**src/rtl/lsu_align.sv**
```systemverilog
// Load/store alignment unit: turns one request into word-aligned bus beats and right-justifies load data.
// Define LSU_MISALIGNED_EN to split misaligned accesses into two beats; otherwise they fault without a bus beat.

package lsu_align_pkg;
  typedef enum logic [1:0] {
    SEXT_WIDTH_8  = 2'd0,
    SEXT_WIDTH_16 = 2'd1,
    SEXT_WIDTH_32 = 2'd2
  } sext_width_t;
endpackage

module lsu_align
  import lsu_align_pkg::*;
#(
  parameter int TIMEOUT_CYCLES = 255
) (
  input  logic        clk,
  input  logic        rst_n,
  input  logic        req_valid,
  output logic        req_ready,
  input  logic        req_we,
  input  logic [1:0]  req_size,
  input  logic        req_unsigned,
  input  logic [31:0] req_addr,
  input  logic [31:0] req_wdata,
  output logic        rsp_valid,
  input  logic        rsp_ready,
  output logic [31:0] rsp_rdata,
  output sext_width_t rsp_width,
  output logic        rsp_fault,
  output logic        bus_req,
  input  logic        bus_gnt,
  output logic        bus_we,
  output logic [31:0] bus_addr,
  output logic [3:0]  bus_be,
  output logic [31:0] bus_wdata,
  input  logic        bus_rvalid,
  input  logic [31:0] bus_rdata,
  input  logic        bus_err
);

  // state | meaning
  // IDLE  | ready for a request
  // ISSUE | beat presented, bus_req held until granted
  // WAIT  | beat granted, waiting for bus_rvalid
  // RESP  | response held until rsp_ready
  typedef enum logic [1:0] {IDLE, ISSUE, WAIT, RESP} state_t;

  localparam int CW = (TIMEOUT_CYCLES < 2) ? 1 : $clog2(TIMEOUT_CYCLES);
  localparam logic [CW-1:0] CNT_LAST = CW'(TIMEOUT_CYCLES - 1);

  state_t      state;
  logic [CW-1:0] cnt;
  logic [1:0]  a_off;
  logic [1:0]  a_size;
  logic        a_we;
  sext_width_t a_width;

  logic [1:0]  off;
  logic [4:0]  sh;
  logic [3:0]  mask;
  logic        misaligned;
  logic        bad_size;
  sext_width_t width;
  logic [3:0]  be0;
  logic [31:0] wd0;
  logic [63:0] rd_ext;
  logic [31:0] rd_shift;
  logic [31:0] rd_mask;
  logic [31:0] rd_val;

  assign off        = req_addr[1:0];
  assign sh         = {off, 3'b000};
  assign bad_size   = (req_size == 2'd3);
  assign misaligned = (req_size == 2'd1 && off == 2'd3) || (req_size == 2'd2 && off != 2'd0);

  always_comb begin
    mask = 4'h1;
    case (req_size)
      2'd1:    mask = 4'h3;
      2'd2:    mask = 4'hF;
      default: mask = 4'h1;
    endcase
  end

  always_comb begin
    width = SEXT_WIDTH_32;
    if (!req_we && !req_unsigned) begin
      if (req_size == 2'd0)      width = SEXT_WIDTH_8;
      else if (req_size == 2'd1) width = SEXT_WIDTH_16;
    end
  end

`ifdef LSU_MISALIGNED_EN
  logic [3:0]  be1;
  logic [31:0] wd1;
  logic        split;
  logic        beat1;
  logic [3:0]  b1_be;
  logic [31:0] b1_wdata;
  logic [31:0] b0_rdata;

  // Spill-over lanes of the shifted enables/data form the second beat.
  assign {be1, be0} = {4'h0, mask} << off;
  assign {wd1, wd0} = {32'h0, req_wdata} << sh;
  assign rd_ext     = beat1 ? {bus_rdata, b0_rdata} : {32'h0, bus_rdata};
`else
  assign be0    = mask << off;
  assign wd0    = req_wdata << sh;
  assign rd_ext = {32'h0, bus_rdata};
`endif

  assign rd_shift = 32'(rd_ext >> {a_off, 3'b000});

  always_comb begin
    rd_mask = 32'hFFFF_FFFF;
    case (a_size)
      2'd0:    rd_mask = 32'h0000_00FF;
      2'd1:    rd_mask = 32'h0000_FFFF;
      default: rd_mask = 32'hFFFF_FFFF;
    endcase
  end

  assign rd_val = rd_shift & rd_mask;

  always_ff @(posedge clk) begin
    if (!rst_n) begin
      state     <= IDLE;
      cnt       <= '0;
      req_ready <= 1'b1;
      rsp_valid <= 1'b0;
      rsp_fault <= 1'b0;
      rsp_rdata <= '0;
      rsp_width <= SEXT_WIDTH_32;
      bus_req   <= 1'b0;
      bus_we    <= 1'b0;
      bus_addr  <= '0;
      bus_be    <= '0;
      bus_wdata <= '0;
      a_off     <= '0;
      a_size    <= '0;
      a_we      <= 1'b0;
      a_width   <= SEXT_WIDTH_32;
`ifdef LSU_MISALIGNED_EN
      split     <= 1'b0;
      beat1     <= 1'b0;
      b1_be     <= '0;
      b1_wdata  <= '0;
      b0_rdata  <= '0;
`endif
    end else begin
      case (state)
        IDLE: begin
          if (req_valid) begin
            a_off     <= off;
            a_size    <= req_size;
            a_we      <= req_we;
            a_width   <= width;
            cnt       <= '0;
            req_ready <= 1'b0;
`ifdef LSU_MISALIGNED_EN
            if (bad_size) begin
`else
            if (bad_size || misaligned) begin
`endif
              state     <= RESP;
              rsp_valid <= 1'b1;
              rsp_fault <= 1'b1;
              rsp_rdata <= '0;
              rsp_width <= width;
            end else begin
              state     <= ISSUE;
              bus_req   <= 1'b1;
              bus_we    <= req_we;
              bus_addr  <= {req_addr[31:2], 2'b00};
              bus_be    <= be0;
              bus_wdata <= wd0;
`ifdef LSU_MISALIGNED_EN
              split     <= misaligned;
              beat1     <= 1'b0;
              b1_be     <= be1;
              b1_wdata  <= wd1;
`endif
            end
          end
        end
        ISSUE: begin
          if (bus_gnt) begin
            state   <= WAIT;
            bus_req <= 1'b0;
            cnt     <= '0;
          end else if (cnt == CNT_LAST) begin
            state     <= RESP;
            bus_req   <= 1'b0;
            rsp_valid <= 1'b1;
            rsp_fault <= 1'b1;
            rsp_rdata <= '0;
            rsp_width <= a_width;
          end else begin
            cnt <= cnt + 1'b1;
          end
        end
        WAIT: begin
          // A completion arriving on the terminal count still wins over the timeout.
          if (bus_rvalid && bus_err) begin
            state     <= RESP;
            rsp_valid <= 1'b1;
            rsp_fault <= 1'b1;
            rsp_rdata <= '0;
            rsp_width <= a_width;
`ifdef LSU_MISALIGNED_EN
          end else if (bus_rvalid && split && !beat1) begin
            state     <= ISSUE;
            bus_req   <= 1'b1;
            bus_addr  <= bus_addr + 32'd4;
            bus_be    <= b1_be;
            bus_wdata <= b1_wdata;
            beat1     <= 1'b1;
            b0_rdata  <= bus_rdata;
            cnt       <= '0;
`endif
          end else if (bus_rvalid) begin
            state     <= RESP;
            rsp_valid <= 1'b1;
            rsp_fault <= 1'b0;
            rsp_rdata <= a_we ? 32'h0 : rd_val;
            rsp_width <= a_width;
          end else if (cnt == CNT_LAST) begin
            state     <= RESP;
            rsp_valid <= 1'b1;
            rsp_fault <= 1'b1;
            rsp_rdata <= '0;
            rsp_width <= a_width;
          end else begin
            cnt <= cnt + 1'b1;
          end
        end
        RESP: begin
          if (rsp_ready) begin
            state     <= IDLE;
            rsp_valid <= 1'b0;
            req_ready <= 1'b1;
          end
        end
        default: state <= IDLE;
      endcase
    end
  end

endmodule

```
**config.mk**
```make
export PLATFORM = sky130hd
export DESIGN_NAME = lsu_align
export DESIGN_NICKNAME = d
export VERILOG_FILES = /design/src/rtl/lsu_align.sv
export SDC_FILE = /design/constraint.sdc
export NUM_CORES = 1
export LEC_CHECK = 0
export ABC_AREA = 1
export BUFFER_PORTS_ARGS = -buffer_cell sky130_fd_sc_hd__buf_2
export CORE_UTILIZATION = 47
export CTS_CLUSTER_DIAMETER = 30
export DETAILED_ROUTE_END_ITERATION = 8
export GPL_TIMING_DRIVEN = 0
export PLACE_DENSITY = 0.88
export SLEW_MARGIN = 20
export SYNTH_ARGS = -nofsm -noshare
export SYNTH_HDL_FRONTEND = slang
export SYNTH_SLANG_ARGS = --single-unit
```
**constraint.sdc**
```tcl
create_clock -name clk -period 1.6 [get_ports clk]
set_input_delay 0.48 -clock clk [delete_from_list [all_inputs] [get_ports clk]]
set_output_delay 0.48 -clock clk [all_outputs]
set_load 0.1 [all_outputs]
```
==> impl_summary.log, run 1 <==
[metrics] status: complete, but fails checks
[metrics] failing checks: negative setup slack
[metrics] Endpoint, Worst Hold: bus_addr[30]
[metrics] Tightest Hold Check Type: in -> reg
[metrics] total of warnings raised by yosys: 0
[metrics] Antenna Nets Post-Route: 0
[metrics] largest family of logic cells by synthesized area: simple AND/OR/NAND/NOR gates
[metrics] top metal layer carrying routed signals: met5
[metrics] Critical Path, Cell by Cell: inv_4 > buf_4 > buf_4 > ha_1 > inv_1 > nand4_1 > a21oi_1 > nor3_1
[metrics] master cell of the clock root buffer: sky130_fd_sc_hd__clkbuf_16
[metrics] worst clock skew on the final layout: 0.0115 ns
[metrics] number of enable-type register cells in the synthesized netlist: 0
[metrics] Avg WL per Cell: 19.5 um
[metrics] Worst Path Class, Setup: reg -> reg
[metrics] fraction of the cycle the final worst path needs: 1.15
[metrics] H-tree lvl count: 4
[metrics] RePlAce Congestion: 0.966
[metrics] die height: 121 um
[metrics] Mapped Area: 6640 um^2
[metrics] I/O pin count: 214
[metrics] type of destination of the critical path: register
[metrics] endpoint of the lowest-slack register-to-register path: state[1]
[metrics] fill cell total of the finished layout: 971
[metrics] footprint of the flip-flops and latches: 2460 um^2
[metrics] launching element type of the critical path: register
[metrics] Reg2Reg Depth: 8
[metrics] simple logic cell fraction of the synthesized area: 0.355
[metrics] clock tree from TritonCTS: done
[metrics] number of cells on the worst hold path: 3
[metrics] wire length of the first global-routing pass: 40.1 mm
[metrics] setup slack, reg-to-reg: -0.25 ns
[metrics] unrepaired setup endpoints after global routing: true
[metrics] pin count of the biggest net entering global routing: 17
[metrics] vias in the first global route: 7882
[metrics] initial antenna violation count: 2
[metrics] maximum buffer depth of the clock tree: 2
[metrics] worst vdd ir: 1320 uV
[metrics] maximum fanout along the worst path: 4
[metrics] total CTS buffers: 17
[metrics] DR pass1 iterations: 6
[metrics] master of the slowest instance on the critical path: sky130_fd_sc_hd__dfxtp_4
[metrics] routed wl met2: 13.8 mm
[metrics] Final Critical Period: 1.85 ns
[metrics] clock sinks: 122
[metrics] via total after detailed routing: 9094
[metrics] cell with the most instances on the worst path: sky130_fd_sc_hd__buf_4
[metrics] multiplexer fraction of the synthesized cell area: 0
[metrics] number of nets in the layout: 1460
[metrics] critical path data required time: 1.88 ns
[metrics] met1 layer wirelength in the final routing: 10.8 mm
[metrics] Synth async-reset ratio: 0
[metrics] total wire length: 30.0 mm
[metrics] Total Power Consumption: 18.5 mW
[metrics] Most used DFF post-synth: sky130_fd_sc_hd__dfxtp_1
[metrics] register bit count reported by yosys: 122
[metrics] CTS clock-pin slew for the worst setup and hold paths: 0.06 ns
[metrics] Die Area: 14600 um^2
[metrics] worst rel slew slack: 0.464
[metrics] core region area: 13800 um^2
[metrics] number of core rows: 43
[metrics] peak clock frequency supported by timing: 0.542 GHz
[metrics] number of max-cap violations: 0
[metrics] Initial Utilization: 0.480
[metrics] number of DRC markers after the initial detailed-route iteration: 1097
[metrics] adder and majority gate portion of the synthesized area: 0.0207
[metrics] detailed-routed wire length on met3: 3.32 mm
[metrics] Residual DRC: 0
[metrics] data arrival time of the critical path: 2.12 ns
[metrics] placed wire-length estimate: 16.8 mm
[metrics] sum of overflow across all layers after global routing: 0
[metrics] average vias per placed instance: 5.92
[metrics] Total Negative Setup Slacks: -6.09 ns
[metrics] number of setup violations in the final report: 87
[metrics] Compound-Gate Fraction of Synth Area: 0.140
[metrics] synthesized area per cell: 6.29 um^2
[metrics] Worst path max stage delay: 0.39 ns
[metrics] Worst Min Path Start: req_addr[30]
[metrics] fraction of final layout cells sized beyond drive strength 1: 0.353
[metrics] power per cell area: 1810 nW/um^2
[metrics] min setup slack post-route: -0.245 ns
[metrics] width of the chip: 121 um
[metrics] global routing usage summed across all routing layers: 0.356
[metrics] max-slew violations: 0
[metrics] latest clock arrival within the worst-skew pair: 0.44 ns
[metrics] Tightest Pin Transition: 0.805 ns
[metrics] number of distinct library cells after synthesis: 30
[metrics] count of mapped cells out of synthesis: 1055
[metrics] combined area of the multi-input logic cells: 3960 um^2
[metrics] IO buf count: 209
[metrics] xor and xnor fraction of the mapped netlist area: 0.00264
[metrics] leakage power: 4.99 nW
[metrics] Final Hold Vio Count: 0
[metrics] portion of the post-synthesis area used by sequential elements: 0.368
[metrics] r2r startpoint: state[0]
[metrics] growth of design area from synthesis to finish: 53.8%
==> routing by layer <==
metal  vias to the layer above  global-route usage
li1                       3927                   -
met1                      4130               0.412
met2                       801               0.593
met3                       234              0.0898
met4                         2               0.211
met5                         -                   0
==> what timing repair did <==
action	CTS	global route
setup endpoints to repair	219	128
gates resized for setup	203	223
hold buffers	0	0
buffers inserted	29	20
gates cloned	7	6
pin swaps	30	78
==> registers in the layout, indices dropped and copies added, names as in the netlist, 2 cells and up <==
register / count
bus_wdata: 32
a_off: 2
state: 2
rsp_rdata: 32
a_width: 2
rsp_width: 2
bus_be: 4
cnt: 8
bus_addr: 30
a_size: 2
==> critical path, delay by kind of cell, from the launching register on <==
family                     cells  cell delay (ns)
and+or+nand+nor                2             0.27
AOI/OAI and AO/OA              1             0.22
buffers and inverters          4             0.49
DFF                            1             0.39
adders and majority gates      1             0.31
==> cell families after synthesis <==
group / Yosys count
AOI/OAI and AO/OA: 180
xor gates and xnor gates: 2
adders and majority gates: 11
buffers and inverters: 171
DFF: 122
other: 1
and+or+nand+nor: 568
==> synthesized netlist by cell type, types with 8 or more instances <==
cell | number | share of area
sky130_fd_sc_hd__clkbuf_1 | 22 | 0.012
sky130_fd_sc_hd__buf_4 | 11 | 0.012
sky130_fd_sc_hd__nor2_1 | 214 | 0.12
sky130_fd_sc_hd__o21ai_0 | 115 | 0.087
sky130_fd_sc_hd__a21oi_1 | 52 | 0.039
sky130_fd_sc_hd__o211ai_1 | 8 | 0.0090
sky130_fd_sc_hd__inv_1 | 100 | 0.057
sky130_fd_sc_hd__nand2_1 | 229 | 0.13
sky130_fd_sc_hd__ha_1 | 11 | 0.021
sky130_fd_sc_hd__buf_2 | 23 | 0.017
sky130_fd_sc_hd__dfxtp_1 | 122 | 0.37
sky130_fd_sc_hd__nand3_1 | 105 | 0.079
sky130_fd_sc_hd__nand3b_1 | 10 | 0.011
==> placed cells by master, fill, tap and decap left out, types with 15 or more instances in the layout <==
master / instances
sky130_fd_sc_hd__clkbuf_16: 20
sky130_fd_sc_hd__buf_6: 60
sky130_fd_sc_hd__nor2_1: 182
sky130_fd_sc_hd__nor2_2: 25
sky130_fd_sc_hd__a21oi_1: 41
sky130_fd_sc_hd__o21ai_2: 17
sky130_fd_sc_hd__nand2_1: 210
sky130_fd_sc_hd__buf_4: 110
sky130_fd_sc_hd__nand2_2: 15
sky130_fd_sc_hd__o21ai_0: 85
sky130_fd_sc_hd__inv_1: 90
sky130_fd_sc_hd__dfxtp_1: 114
sky130_fd_sc_hd__clkbuf_1: 15
sky130_fd_sc_hd__buf_2: 110
sky130_fd_sc_hd__nand3_1: 88
==> stage by stage <==
step	hold slack (ns)	setup WS (ns)	utilization	instance area, um^2	instances
2_1_floorplan	0.441	-0.0293	-	6680	1056
6_report	0.250	-0.245	0.739	10200	1536
4_1_cts	0.271	-0.0558	0.680	9410	1512
3_5_place_dp	0.434	-0.475	0.575	7950	1445
3_3_place_gp	0.430	-0.440	0.575	7950	1445
5_1_grt	0.269	-0.279	0.739	10200	1536
==> cell type report <==
class | count | area share
timing repair buffer | 267 | 0.204
tap | 180 | 0.0221
antenna | 1 | 0.000245
buffer | 64 | 0.0505
inverter | 106 | 0.0412
clock inverter | 13 | 0.0108
clock buffer | 19 | 0.0424
sequential | 122 | 0.241
multi-input combinational | 764 | 0.388
==> power breakdown <==
| group | internal, mW | switching [mW] | total (mW) |
|---|---|---|---|
| sequential | 3.55 | 0.401 | 3.95 |
| combinational | 3.56 | 7.33 | 10.9 |
| clock | 2.01 | 1.65 | 3.66 |
==> worst max-delay path by stage <==
| stage | end | slack, ns | startpoint | cells past startpoint |
|---|---|---|---|---|
| final | state[1] | -0.25 | state[0] | 8 |
| after global routing | rsp_rdata[17] | -0.28 | a_off[1] | 10 |
| after floorplan | rsp_rdata[5] | -0.03 | state[0] | 11 |
| after global placement | bus_wdata[15] | -0.44 | req_size[0] | 10 |
| after CTS | rsp_rdata[28] | -0.06 | state[0] | 12 |
| after detailed placement | bus_wdata[15] | -0.47 | req_size[1] | 10 |
(Power assumes the default switching activity.)
==> inputs of run 2 (changes only) <==
- CORE_UTILIZATION: 47 -> 50
- PLACE_DENSITY: 0.88 -> 0.89
- SETUP_SLACK_MARGIN: unset -> 0.2
- clock period: 1.6 -> 2.3 ns (I/O delays scaled with it)
==> run 2 against run 1 <==
Net effect:
- the run now ends clean
- critical path depth fell by 7
- via count fell by 15%
- worst hold slack improved by 0.19 ns
- sequential cell count did not move
- worst setup slack improved by 0.56 ns
- clock skew fell by 0.0034 ns
- combinational power fell by 53%
- clock-buffer cell count fell by 1
- largest cell class unchanged
- highest routed layer is now met4
==> impl_summary.log, run 2 (synthesized netlist as in run 1, its figures left out) <==
[metrics] status: finished clean
[metrics] min setup slack post-route: 0.315 ns
[metrics] total CTS buffers: 17
[metrics] critical path data required time: 1.61 ns
[metrics] I/O pin count: 214
[metrics] Residual DRC: 0
[metrics] core region area: 12800 um^2
[metrics] Tightest Pin Transition: 0.664 ns
[metrics] Avg WL per Cell: 15.0 um
[metrics] master of the slowest instance on the critical path: sky130_fd_sc_hd__buf_2
[metrics] maximum buffer depth of the clock tree: 2
[metrics] Initial Utilization: 0.520
[metrics] Critical Path, Cell by Cell: buf_2
[metrics] worst vdd ir: 932 uV
[metrics] worst rel slew slack: 0.556
[metrics] Antenna Nets Post-Route: 0
[metrics] Worst path max stage delay: 0.46 ns
[metrics] H-tree lvl count: 4
[metrics] fraction of final layout cells sized beyond drive strength 1: 0.229
[metrics] growth of design area from synthesis to finish: 28.3%
[metrics] IO buf count: 209
[metrics] average vias per placed instance: 5.28
[metrics] Final Critical Period: 1.99 ns
[metrics] RePlAce Congestion: 0.942
[metrics] number of DRC markers after the initial detailed-route iteration: 704
[metrics] Sequential Power Share: 0.256
[metrics] top flop regs: bus_wdata x32, rsp_rdata x32, bus_addr x30
[metrics] wire length of the first global-routing pass: 33.8 mm
[metrics] max-slew violations: 0
[metrics] leakage power: 4.49 nW
[metrics] unrepaired setup endpoints after global routing: true
[metrics] pin count of the biggest net entering global routing: 17
[metrics] Worst Path Class, Setup: reg -> out
[metrics] type of destination of the critical path: primary output
[metrics] Net Switching: 5.31 mW
[metrics] final hold slack: 0.444 ns
[metrics] launching element type of the critical path: register
[metrics] clock sinks: 122
[metrics] number of max-cap violations: 0
[metrics] number of nets in the layout: 1402
[metrics] clock tree from TritonCTS: done
[metrics] Logic pwr share: 0.491
[metrics] initial antenna violation count: 1
[metrics] number of setup violations in the final report: 0
[metrics] cell-internal power: 5.03 mW
[metrics] Die Area: 13700 um^2
[metrics] master cell of the clock root buffer: sky130_fd_sc_hd__clkbuf_16
[metrics] Tightest Hold Check Type: reg -> reg
[metrics] peak clock frequency supported by timing: 0.504 GHz
[metrics] total wire length: 22.1 mm
[metrics] part of the total power dissipated in the clock network: 0.253
[metrics] latest clock arrival within the worst-skew pair: 0.42 ns
[metrics] data arrival time of the critical path: 1.30 ns
[metrics] CTS clock-pin slew for the worst setup and hold paths: 0.06 ns
[metrics] die height: 117 um
[metrics] fraction of the cycle the final worst path needs: 0.863
[metrics] sw frac: 0.513
[metrics] final core utilization: 0.667
[metrics] fill cell total of the finished layout: 1114
[metrics] DR pass1 iterations: 6
[metrics] CP bufs+invs: 1
[metrics] vias in the first global route: 6877
[metrics] Setup Slack @ Placement: -0.0274 ns
[metrics] placed wire-length estimate: 16.5 mm
[metrics] Total Power Consumption: 10.3 mW
[metrics] most used cells in the layout excluding fill and tap cells: sky130_fd_sc_hd__buf_2 (230), sky130_fd_sc_hd__nand2_1 (228), sky130_fd_sc_hd__nor2_1 (213)
[metrics] most common library cell in the layout ignoring fill and taps: sky130_fd_sc_hd__buf_2
[metrics] Cell Count Post-Placement: 1437
[metrics] via total after detailed routing: 7761
[metrics] cell class contributing the biggest share of worst-path delay: buffers and inverters
[metrics] sum of overflow across all layers after global routing: 0
[metrics] worst clock skew on the final layout: 0.00804 ns
[metrics] filler-free cell count of the finished design: 1470
[metrics] power per cell area: 1210 nW/um^2
[metrics] width of the chip: 117 um
[metrics] number of core rows: 41
[metrics] global routing usage summed across all routing layers: 0.321
[metrics] Final Hold Vio Count: 0
[metrics] maximum fanout along the worst path: 3
-- run 2: cell count changes in the layout (fill, tap and decap cells not counted), sizes merged --
cell    change
buf        -54
inv         +2
nand3       -1
bufinv      +1
clkbuf      -4
clkinv      -2
-- run 2: area by class of cell --
class                   instances  area, um^2  area share
diodes                          1        2.50    0.000294
plain buffers                  65         357      0.0419
clock buffers                  18         439      0.0515
clock inverters                14         136      0.0160
inverters                     106         398      0.0467
multi-input cells             763        3480       0.409
flip-flops and latches        122        2440       0.287
well taps                     172         215      0.0253
repair buffers                209        1050       0.123
-- run 2: per-layer routing --
layer	routed length (um)	GRT usage	part of all wire	vias to the layer above
met5	0	0	0	-
met4	682	0.127	0.031	0
met3	2180	0.0896	0.099	51
met2	10300	0.541	0.47	446
met1	8930	0.387	0.40	3456
li1	-	-	-	3808
-- run 2: power groups by stage --
| stage | Sequential [mW] | Clock [mW] | Combinational, mW |
|---|---|---|---|
| after global routing | 2.67 | 2.72 | 5.37 |
| after detailed placement | 2.67 | 0 | 4.91 |
| final | 2.64 | 2.62 | 5.07 |
| after global placement | 2.67 | 0 | 4.87 |
| after CTS | 2.64 | 2.62 | 4.94 |
| after floorplan | 4.59 | 0 | 1.95 |
-- run 2: final timing paths --
check                     from       endpoint  slack (ns)  depth (start not counted)
hold / removal         bus_req        bus_req        0.44                          2
hold reg to reg        bus_req        bus_req        0.44                          2
setup / recovery  rsp_rdata[7]   rsp_rdata[7]        0.31                          1
setup reg to reg      state[0]  rsp_rdata[17]        0.33                         12
-- run 2: metrics by stage --
step                      setup TNS [ns]  instance area [um^2]
after global routing                   0                  8520
final                                  0                  8520
after detailed placement         -0.0950                  7900
after floorplan                        0                  6640
after CTS                              0                  8480
after global placement                 0                  7900
-- run 2: what timing repair did --
| action | in CTS | in global routing |
|---|---|---|
| gates resized for setup | 0 | 10 |
| buffers inserted | 0 | 0 |
| hold buffers | 0 | 0 |
| endpoints found under the setup margin | 0 | 33 |
| endpoints found under the hold margin | 0 | 0 |
==> inputs of run 3 (changes only) <==
- PLACE_DENSITY: 0.89 -> 0.81
==> run 3 against run 2 <==
Net effect:
- total power grew 0.71%
- clock power grew 4%
- fmax shrank 1.1%
- first-iteration DRC count shrank 8.8%
- wire length shrank 1.5%
- non-clock buffer count is the same
- global-route usage shrank 0.078 points
- final cell count grew 0.14%
- die area is the same
- worst hold slack gained 0.014 ns
- largest cell class unchanged
==> impl_summary.log, run 3 (synthesized netlist as in run 1, its figures left out) <==
[metrics] RePlAce Congestion: 0.971
[metrics] # hold bufs at CTS: 0
[metrics] most used cells in the layout excluding fill and tap cells: sky130_fd_sc_hd__buf_2 (230), sky130_fd_sc_hd__nand2_1 (229), sky130_fd_sc_hd__nor2_1 (214)
[metrics] worst rel slew slack: 0.589
[metrics] maximum fanout along the worst path: 10
[metrics] area after detailed placement: 7900 um^2
[metrics] status: finished clean
[metrics] Antenna Nets Post-Route: 0
[metrics] number of DRC markers after the initial detailed-route iteration: 642
[metrics] Final Critical Period: 2.01 ns
[metrics] power per cell area: 1220 nW/um^2
[metrics] cell with the most instances on the worst path: sky130_fd_sc_hd__inv_1
[metrics] placed wire-length estimate: 16.1 mm
[metrics] DR pass1 iterations: 5
[metrics] I/O pin count: 214
[metrics] number of setup violations in the final report: 0
[metrics] clock sinks: 122
[metrics] growth of design area from synthesis to finish: 28.6%
[metrics] Critical Path, Cell by Cell: inv_1 > ha_1 > buf_6 > nand2_1 > inv_1 > nor2_1 > inv_2 > nor2_4 > o21ai_0 > a21oi_1
[metrics] Tightest Pin Transition: 0.616 ns
[metrics] worst clock skew on the final layout: 0.00967 ns
[metrics] cell class contributing the biggest share of worst-path delay: simple AND/OR/NAND/NOR gates
[metrics] pin count of the biggest net entering global routing: 17
[metrics] top flop regs: bus_wdata x32, rsp_rdata x32, bus_addr x30
[metrics] master of the slowest instance on the critical path: sky130_fd_sc_hd__dfxtp_1
[metrics] sum of overflow across all layers after global routing: 0
[metrics] peak clock frequency supported by timing: 0.498 GHz
[metrics] critical path data required time: 2.64 ns
[metrics] Final Hold Vio Count: 0
[metrics] number of nets in the layout: 1402
[metrics] CP Launch Point: state[0]
[metrics] most common library cell in the layout ignoring fill and taps: sky130_fd_sc_hd__buf_2
[metrics] master cell of the clock root buffer: sky130_fd_sc_hd__clkbuf_16
[metrics] Worst Path Class, Setup: reg -> reg
[metrics] CP bufs+invs: 4
[metrics] Worst Min Path Start: bus_be[1]
[metrics] final hold slack: 0.458 ns
[metrics] Avg WL per Cell: 14.8 um
[metrics] latest clock arrival within the worst-skew pair: 0.43 ns
[metrics] Tightest Hold Check Type: reg -> reg
[metrics] H-tree lvl count: 4
[metrics] total CTS buffers: 17
[metrics] vias in the first global route: 6921
[metrics] Worst path max stage delay: 0.40 ns
[metrics] launching element type of the critical path: register
[metrics] maximum buffer depth of the clock tree: 2
[metrics] global routing usage summed across all routing layers: 0.320
[metrics] r2r startpoint: state[0]
[metrics] number of max-cap violations: 0
[metrics] total wire length: 21.7 mm
[metrics] Post-CTS Resized: 0
[metrics] data arrival time of the critical path: 2.35 ns
[metrics] type of destination of the critical path: register
[metrics] width of the chip: 117 um
[metrics] max-slew violations: 0
[metrics] average vias per placed instance: 5.22
[metrics] summed area of non-filler cells in the final layout: 8540 um^2
[metrics] initial antenna violation count: 2
[metrics] fraction of final layout cells sized beyond drive strength 1: 0.228
[metrics] leakage power: 4.50 nW
[metrics] die height: 117 um
[metrics] Residual DRC: 0
[metrics] setup slack, reg-to-reg: 0.29 ns
[metrics] unrepaired setup endpoints after global routing: true
[metrics] CTS clock-pin slew for the worst setup and hold paths: 0.06 ns
[metrics] Initial Utilization: 0.520
[metrics] core region area: 12800 um^2
[metrics] Total Power Consumption: 10.4 mW
[metrics] Die Area: 13700 um^2
[metrics] fraction of the cycle the final worst path needs: 0.873
[metrics] wire length of the first global-routing pass: 33.5 mm
[metrics] worst vdd ir: 1010 uV
[metrics] buffer count from post-CTS setup fixing: 0
[metrics] via total after detailed routing: 7680
[metrics] number of core rows: 41
[metrics] clock tree from TritonCTS: done
[metrics] IO buf count: 209
==> run 3: worst register-to-register path: cells and delay by family (launching register included) <==
kind            cells  cell delay [ns]
compound gates      2             0.25
simple gates        3             0.59
buf+inv             4             0.47
fa+ha+maj           1             0.21
flops               1             0.40
==> run 3: metal layers <==
layer / global-route usage / wire, um / vias up
met5: 0 / 0 / -
met4: 0.151 / 714 / 0
met3: 0.0978 / 2110 / 54
met2: 0.528 / 10000 / 368
met1: 0.381 / 8900 / 3442
li1: - / - / 3816
==> run 3: area by class of cell <==
type | count | area, um^2
repair buffers | 209 | 1050
diodes | 3 | 7.51
inverters | 106 | 398
plain buffers | 65 | 359
flip-flops and latches | 122 | 2440
well taps | 172 | 215
clock inverters | 14 | 158
multi-input cells | 763 | 3470
clock buffers | 18 | 439
fillers | 1177 | 4240
==> run 3: where the power goes <==
| part | switching, mW | leakage, nW | total, mW | internal, mW |
|---|---|---|---|---|
| Combinational | 4.01 | 3.22 | 5.04 | 1.03 |
| Sequential | 0.191 | 0.995 | 2.64 | 2.45 |
| Clock | 1.09 | 0.285 | 2.73 | 1.64 |
| Total | 5.28 | 4.50 | 10.4 | 5.13 |
==> run 3: final timing paths <==
check         endpoint  cells past startpoint
max             cnt[6]                     10
min          bus_be[1]                      2
max reg2reg     cnt[6]                     10
min reg2reg  bus_be[1]                      2
==> run 3: through the flow <==
stage / setup WS (ns) / TNS (ns) / utilization / std cells
after floorplan: 0.380 / 0 / - / 1056
after global placement: -0.0137 / -0.0323 / 0.619 / 1437
after detailed placement: -0.0514 / -0.427 / 0.619 / 1437
after CTS: 0.263 / 0 / 0.665 / 1469
after global routing: 0.116 / 0 / 0.668 / 1469
final: 0.292 / 0 / 0.668 / 1472
